## config.mk

```make
export PLATFORM = sky130hd
export DESIGN_NAME = r_resp_buffer
export DESIGN_NICKNAME = d
export VERILOG_FILES = /design/src/rtl/axi_pkg.sv /design/src/rtl/r_ring_buffer.sv /design/src/rtl/r_resp_buffer.sv
export SDC_FILE = /design/constraint.sdc
export NUM_CORES = 1
export LEC_CHECK = 0
export ABC_CLOCK_PERIOD_IN_PS = 3650
export CORE_MARGIN = 5
export CORE_UTILIZATION = 54
export CTS_CLUSTER_SIZE = 10
export DETAILED_ROUTE_END_ITERATION = 10
export PLACE_DENSITY = 0.79
export SLEW_MARGIN = 10
export SYNTH_ARGS = -nofsm -noshare
export SYNTH_HDL_FRONTEND = slang
export SYNTH_HIERARCHICAL = 1
export SYNTH_SLANG_ARGS = --single-unit
```

## constraint.sdc

```tcl
create_clock -name ACLK -period 3.65 [get_ports ACLK]
set_input_delay 0.73 -clock ACLK [delete_from_list [all_inputs] [get_ports ACLK]]
set_output_delay 0.73 -clock ACLK [all_outputs]
set_load 0.02 [all_outputs]
```

## src/rtl/axi_pkg.sv

```systemverilog
// Shared AXI definitions for the crossbar channel blocks: RRESP encodings,
// default widths and the R-channel burst tracker states.
package axi_pkg;

  localparam int unsigned IdWidth      = 4;
  localparam int unsigned DataWidth    = 32;
  localparam int unsigned PendingDepth = 4;
  localparam int unsigned BeatCntWidth = 8;

  typedef enum logic [1:0] {
    RespOkay   = 2'b00,
    RespExokay = 2'b01,
    RespSlverr = 2'b10,
    RespDecerr = 2'b11
  } resp_e;

  typedef enum logic [0:0] {
    StIdle  = 1'b0,
    StBurst = 1'b1
  } burst_state_e;

endpackage

```

## src/rtl/r_ring_buffer.sv

```systemverilog
// Ring buffer with wrap-bit pointers; every entry is usable. The read side is
// first-word-fall-through with no write-to-read bypass.
module r_ring_buffer #(
  parameter int unsigned Width = 8,
  parameter int unsigned Depth = 4
) (
  input  logic                     clk_i,
  input  logic                     rst_ni,
  input  logic                     push_i,
  input  logic                     pop_i,
  input  logic [Width-1:0]         wdata_i,
  output logic [Width-1:0]         rdata_o,
  output logic                     full_o,
  output logic                     empty_o,
  output logic [$clog2(Depth):0]   occupancy_o
);

  localparam int unsigned IdxWidth = $clog2(Depth);
  localparam int unsigned PtrWidth = IdxWidth + 1;

  logic [Width-1:0]    mem_q [Depth];
  logic [PtrWidth-1:0] wr_ptr_q, wr_ptr_d;
  logic [PtrWidth-1:0] rd_ptr_q, rd_ptr_d;

  always_comb begin
    wr_ptr_d = wr_ptr_q;
    rd_ptr_d = rd_ptr_q;
    if (push_i) wr_ptr_d = wr_ptr_q + PtrWidth'(1);
    if (pop_i)  rd_ptr_d = rd_ptr_q + PtrWidth'(1);
  end

  always_ff @(posedge clk_i) begin
    if (!rst_ni) begin
      wr_ptr_q <= '0;
      rd_ptr_q <= '0;
    end else begin
      wr_ptr_q <= wr_ptr_d;
      rd_ptr_q <= rd_ptr_d;
    end
  end

  // Storage is deliberately left out of reset.
  always_ff @(posedge clk_i) begin
    if (push_i) mem_q[wr_ptr_q[IdxWidth-1:0]] <= wdata_i;
  end

  assign rdata_o     = mem_q[rd_ptr_q[IdxWidth-1:0]];
  assign empty_o     = (wr_ptr_q == rd_ptr_q);
  assign full_o      = (wr_ptr_q[IdxWidth-1:0] == rd_ptr_q[IdxWidth-1:0]) &&
                       (wr_ptr_q[PtrWidth-1] != rd_ptr_q[PtrWidth-1]);
  assign occupancy_o = wr_ptr_q - rd_ptr_q;

endmodule

```

## src/rtl/r_resp_buffer.sv

```systemverilog
// R-channel response buffer: stores slave beats, presents them FWFT to the
// master, and tracks burst progress so the arbiter can hold its grant.
module r_resp_buffer
  import axi_pkg::*;
#(
  parameter int unsigned ID_WIDTH       = IdWidth,
  parameter int unsigned DATA_WIDTH     = DataWidth,
  parameter int unsigned pending_depth  = PendingDepth,
  parameter int unsigned BEAT_CNT_WIDTH = BeatCntWidth
) (
  input  logic                            ACLK,
  input  logic                            ARESETn,
  input  logic [ID_WIDTH-1:0]             S_RID,
  input  logic [DATA_WIDTH-1:0]           S_RDATA,
  input  logic [1:0]                      S_RRESP,
  input  logic                            S_RLAST,
  input  logic                            S_RVALID,
  output logic                            S_RREADY,
  output logic [ID_WIDTH-1:0]             M_RID,
  output logic [DATA_WIDTH-1:0]           M_RDATA,
  output logic [1:0]                      M_RRESP,
  output logic                            M_RLAST,
  output logic                            M_RVALID,
  input  logic                            M_RREADY,
  output logic                            burst_active,
  output logic [BEAT_CNT_WIDTH-1:0]       beat_cnt,
  output logic                            burst_done,
  output logic [$clog2(pending_depth):0]  occupancy
);

  localparam int unsigned EntryWidth = ID_WIDTH + DATA_WIDTH + 3;

  logic                  full, empty, push, pop;
  logic [EntryWidth-1:0] wr_entry, rd_entry;

  // Ready/valid are gated by reset so nothing moves while ARESETn is low.
  assign S_RREADY = ~full & ARESETn;
  assign M_RVALID = ~empty & ARESETn;
  assign push     = S_RVALID & S_RREADY;
  assign pop      = M_RVALID & M_RREADY;

  assign wr_entry = {S_RID, S_RDATA, S_RRESP, S_RLAST};
  assign {M_RID, M_RDATA, M_RRESP, M_RLAST} = rd_entry;

  r_ring_buffer #(
    .Width (EntryWidth),
    .Depth (pending_depth)
  ) u_ring (
    .clk_i       (ACLK),
    .rst_ni      (ARESETn),
    .push_i      (push),
    .pop_i       (pop),
    .wdata_i     (wr_entry),
    .rdata_o     (rd_entry),
    .full_o      (full),
    .empty_o     (empty),
    .occupancy_o (occupancy)
  );

  burst_state_e              state_q, state_d;
  logic [BEAT_CNT_WIDTH-1:0] beat_cnt_q, beat_cnt_d;
  logic                      burst_done_q, burst_done_d;

  always_comb begin
    state_d      = state_q;
    beat_cnt_d   = beat_cnt_q;
    burst_done_d = 1'b0;
    if (pop) begin
      if (M_RLAST) begin
        state_d      = StIdle;
        beat_cnt_d   = '0;
        burst_done_d = 1'b1;
      end else begin
        unique case (state_q)
          StIdle: begin
            state_d    = StBurst;
            beat_cnt_d = BEAT_CNT_WIDTH'(1);
          end
          StBurst: begin
            if (beat_cnt_q != '1) beat_cnt_d = beat_cnt_q + BEAT_CNT_WIDTH'(1);
          end
          default: state_d = StIdle;
        endcase
      end
    end
  end

  always_ff @(posedge ACLK) begin
    if (!ARESETn) begin
      state_q      <= StIdle;
      beat_cnt_q   <= '0;
      burst_done_q <= 1'b0;
    end else begin
      state_q      <= state_d;
      beat_cnt_q   <= beat_cnt_d;
      burst_done_q <= burst_done_d;
    end
  end

  assign burst_active = (state_q == StBurst);
  assign beat_cnt     = beat_cnt_q;
  assign burst_done   = burst_done_q;

endmodule

```

==> qor.txt <==
Clock sinks: 174
Avg WL per Cell: 20.53 um
# diodes: 0
Final setup margin: 0.5092 ns
Clock transition at the registers of the reported paths: 0.06 ns
Rows: 40
Max Cap Viol: 0
Leakage: 2.759 nW
Compound-gate portion of the synthesized area: 2.202%
CTS Buffer Depth: 2
CTS buffer count: 17
WP buf/inv: 2
Main combinational cell family by area after synthesis: multiplexers
Period minus WS final: 3.141 ns
CP Cell Sequence: buf_4 -> mux4_2 -> clkdlybuf4s50_1
Most frequent cells in the layout: 156 x edfxtp_1, 96 x clkdlybuf4s50_1, 39 x mux4_2, 17 x clkbuf_16, 16 x dfxtp_1
Hold_buf cts: 0
Worst min-delay path class: reg -> reg
Largest net degree at the start of global routing: 34
Fin crit share: 86.05%
CTS resizes: 0
Path type of the worst setup path: reg -> out
Simple-gate share of the synthesized area: 3.834%
Initial core utilization: 54.88%
Cells after Synth: 309
Seq pwr share: 52.7%
DRT Pass-1 Iters: 4
CP required: 2.92 ns
Switching component of the power: 0.9041 mW
Mapped Area: 6591 um2
Setup slack after placement: 0.6996 ns
Max IR drop VDD: 0.2424 mV
Root Buffer Master: clkbuf_16
Final Hold Violating Endpoints: 0
First-pass GRT wire length: 19170 um
RSZ-0062 raised after global routing: no
Sequential element share of the synthesized area: 76.54%
# Post-CTS Setup Buffers: 0
Total die area: 14520 um2
Input/output buffers: 96
Final ANT Viol Nets: 0
Met1 Use GR: 22.38%
Combinational share of power: 8.4%
Syn Nets: 361
Io pins: 97
Vias in the first global route: 3520
Iteration-0 DRC Markers: 220
F_max: 0.3184 GHz
Slew Viols, Final: 0
Most common cell after layout, fill and taps aside: edfxtp_1
Grt peak-use layer: met2
CP endpoint kind: primary output
Mux cell area share after synthesis: 13.78%
Max incr delay on CP: 0.60 ns
Status: completed
Final HPWL DP: 7815 um
Cell family with most CP delay: buffers and inverters
Setup TNS: 0 ns
Gr ovfl total: 0
Slew margin rel.: 71.13%
#FFs+latches synth: 174
Worst-Margin Slew: 0.4330 ns
# H-tree levels: 4
Skew final: 0.01619 ns
Synth area leaders: edfxtp_1 71%, mux4_2 13%, dfxtp_1 5.5%, ha_1 1.5%, nor2_1 0.68%
Syn. warnings: 6
Internal Power: 3.335 mW
TritonCTS clock tree: built
Initial antenna violation count: 0
Post-route DRC: 0
Critical-path maximum fanout: 12
Final WL: 11990 um
Post-synth top area share: 71.07%
Power Density: 505.3 nW/um2
Die width: 120.5 um
Startpoint types: flip-flop
GR Util All Layers: 17.68%
CP max-delay cell: dfxtp_2
Met3 Use GR: 5.239%
Clock Power Share: 39.0%
Syn_area_per_cell: 21.33 um2
Synth-to-Final Area Change: 27.30%
DR vias: 3274
Layout cell share with drive strength beyond 1: 20.59%
Area leader, netlist: edfxtp_1
Final Wtd Congestion: 0.8422
M2 GR Usage: 29.65%
Sw Share: 21.32%
Final setup viols: 0
Worst-Skew Late Latency: 0.42 ns
Avg Vias per Cell: 5.606
Filler cells: 782
DIE HEIGHT: 120.5 um
Adder-Cell Fraction of Synth Area: 1.822%
CORE AREA: 12010 um2
Post-Synth XOR/XNOR Area: 0.5315%
Count of cell types in the netlist: 40
NumNets Final: 476
WP data arrival: 2.41 ns
-- cells by family after synthesis --
family                     after synthesis
and+or+nand+nor                         43
DFF                                    174
xor gates and xnor gates                 4
AOI/OAI and AO/OA                       21
adders and majority gates                9
muxes                                   42
buffers and inverters                   16
-- area by class of cell --
cell class	instances	area, um2	share of cell area, %
sequential	174	5047	60.16
multi-input combinational	119	1466	17.48
timing repair buffer	105	1116	13.30
clock buffer	18	429.2	5.115
tap	147	183.9	2.192
clock inverter	14	121.4	1.446
inverter	7	26.28	0.3132
-- worst reg2reg max path, cell delays in order (launching register included) --
cell,delay [ns]
dfxtp_1,0.41
inv_1,0.12
ha_1,0.32
nand2_1,0.10
nor2b_1,0.05
nor2b_1,0.13
and2_1,0.31
and2_2,0.41
buf_12,0.25
-- synth_stat cells --
cell	count
a211oi_1	2
a21bo_2	2
a21boi_0	1
a21o_1	2
a21oi_1	3
a311oi_1	1
a31o_2	1
a31oi_1	2
a32o_1	1
and2_1	6
and3_1	2
and4_1	1
and4b_1	1
buf_2	2
buf_4	2
buf_6	2
clkbuf_1	3
dfxtp_1	18
edfxtp_1	156
fa_1	1
ha_1	8
inv_1	6
inv_2	1
mux2i_1	3
mux4_2	39
nand2_1	7
nand2b_1	1
nand3_1	2
nand3b_1	2
nand3b_4	1
nand4b_1	1
nor2_1	12
nor2b_1	4
nor3_1	1
nor3_4	1
nor4_1	1
o21ai_0	5
o21bai_1	1
xnor2_1	3
xor2_1	1
-- stage by stage --
| stage | util [%] | hold slack, ns | total power [mW] | instances | instance area, um2 |
|---|---|---|---|---|---|
| 3_3_place_gp | 65.27 | 0.4969 | 2.625 | 552 | 7840 |
| 5_1_grt | 69.85 | 0.5393 | 4.398 | 584 | 8391 |
| 3_5_place_dp | 65.27 | 0.4919 | 2.634 | 552 | 7840 |
| 4_1_cts | 69.85 | 0.5154 | 4.289 | 584 | 8391 |
| 2_1_floorplan | - | 0.5140 | 2.447 | 309 | 6591 |
| 6_report | 69.85 | 0.5157 | 4.240 | 584 | 8391 |
-- final timing paths --
path,start,end,slack [ns],cells after the start
worst max register to register,u_ring/wr_ptr_q[0],u_ring/mem_q[3][37],1.22,8
worst min register to register,burst_active,beat_cnt[0],0.52,1
worst max-delay path,flip-flop,M_RRESP[1],0.51,3
worst min-delay path,burst_active,beat_cnt[0],0.52,1
-- per-layer routing --
layer | part of all wire, % | vias up
met5 | 0 | -
met3 | 6.1 | 8
met1 | 40 | 1666
li1 | - | 1493
met4 | 0.76 | 0
met2 | 53 | 107
-- power groups by stage --
stage / registers, mW / clock network [mW] / logic [mW]
3_5_place_dp: 2.28 / 0 / 0.358
6_report: 2.23 / 1.65 / 0.354
2_1_floorplan: 2.27 / 0 / 0.178
4_1_cts: 2.23 / 1.69 / 0.361
5_1_grt: 2.24 / 1.78 / 0.377
3_3_place_gp: 2.27 / 0 / 0.352
-- registers in the layout, indices dropped and copies added (netlist names), named ones only --
| register | cells |
|---|---|
| beat_cnt | 8 |
| burst_active | 1 |
| burst_done | 1 |
| u_ring/mem_q | 156 |
| u_ring/rd_ptr_q | 3 |
| u_ring/wr_ptr_q | 3 |
(Power assumes the default switching activity.)
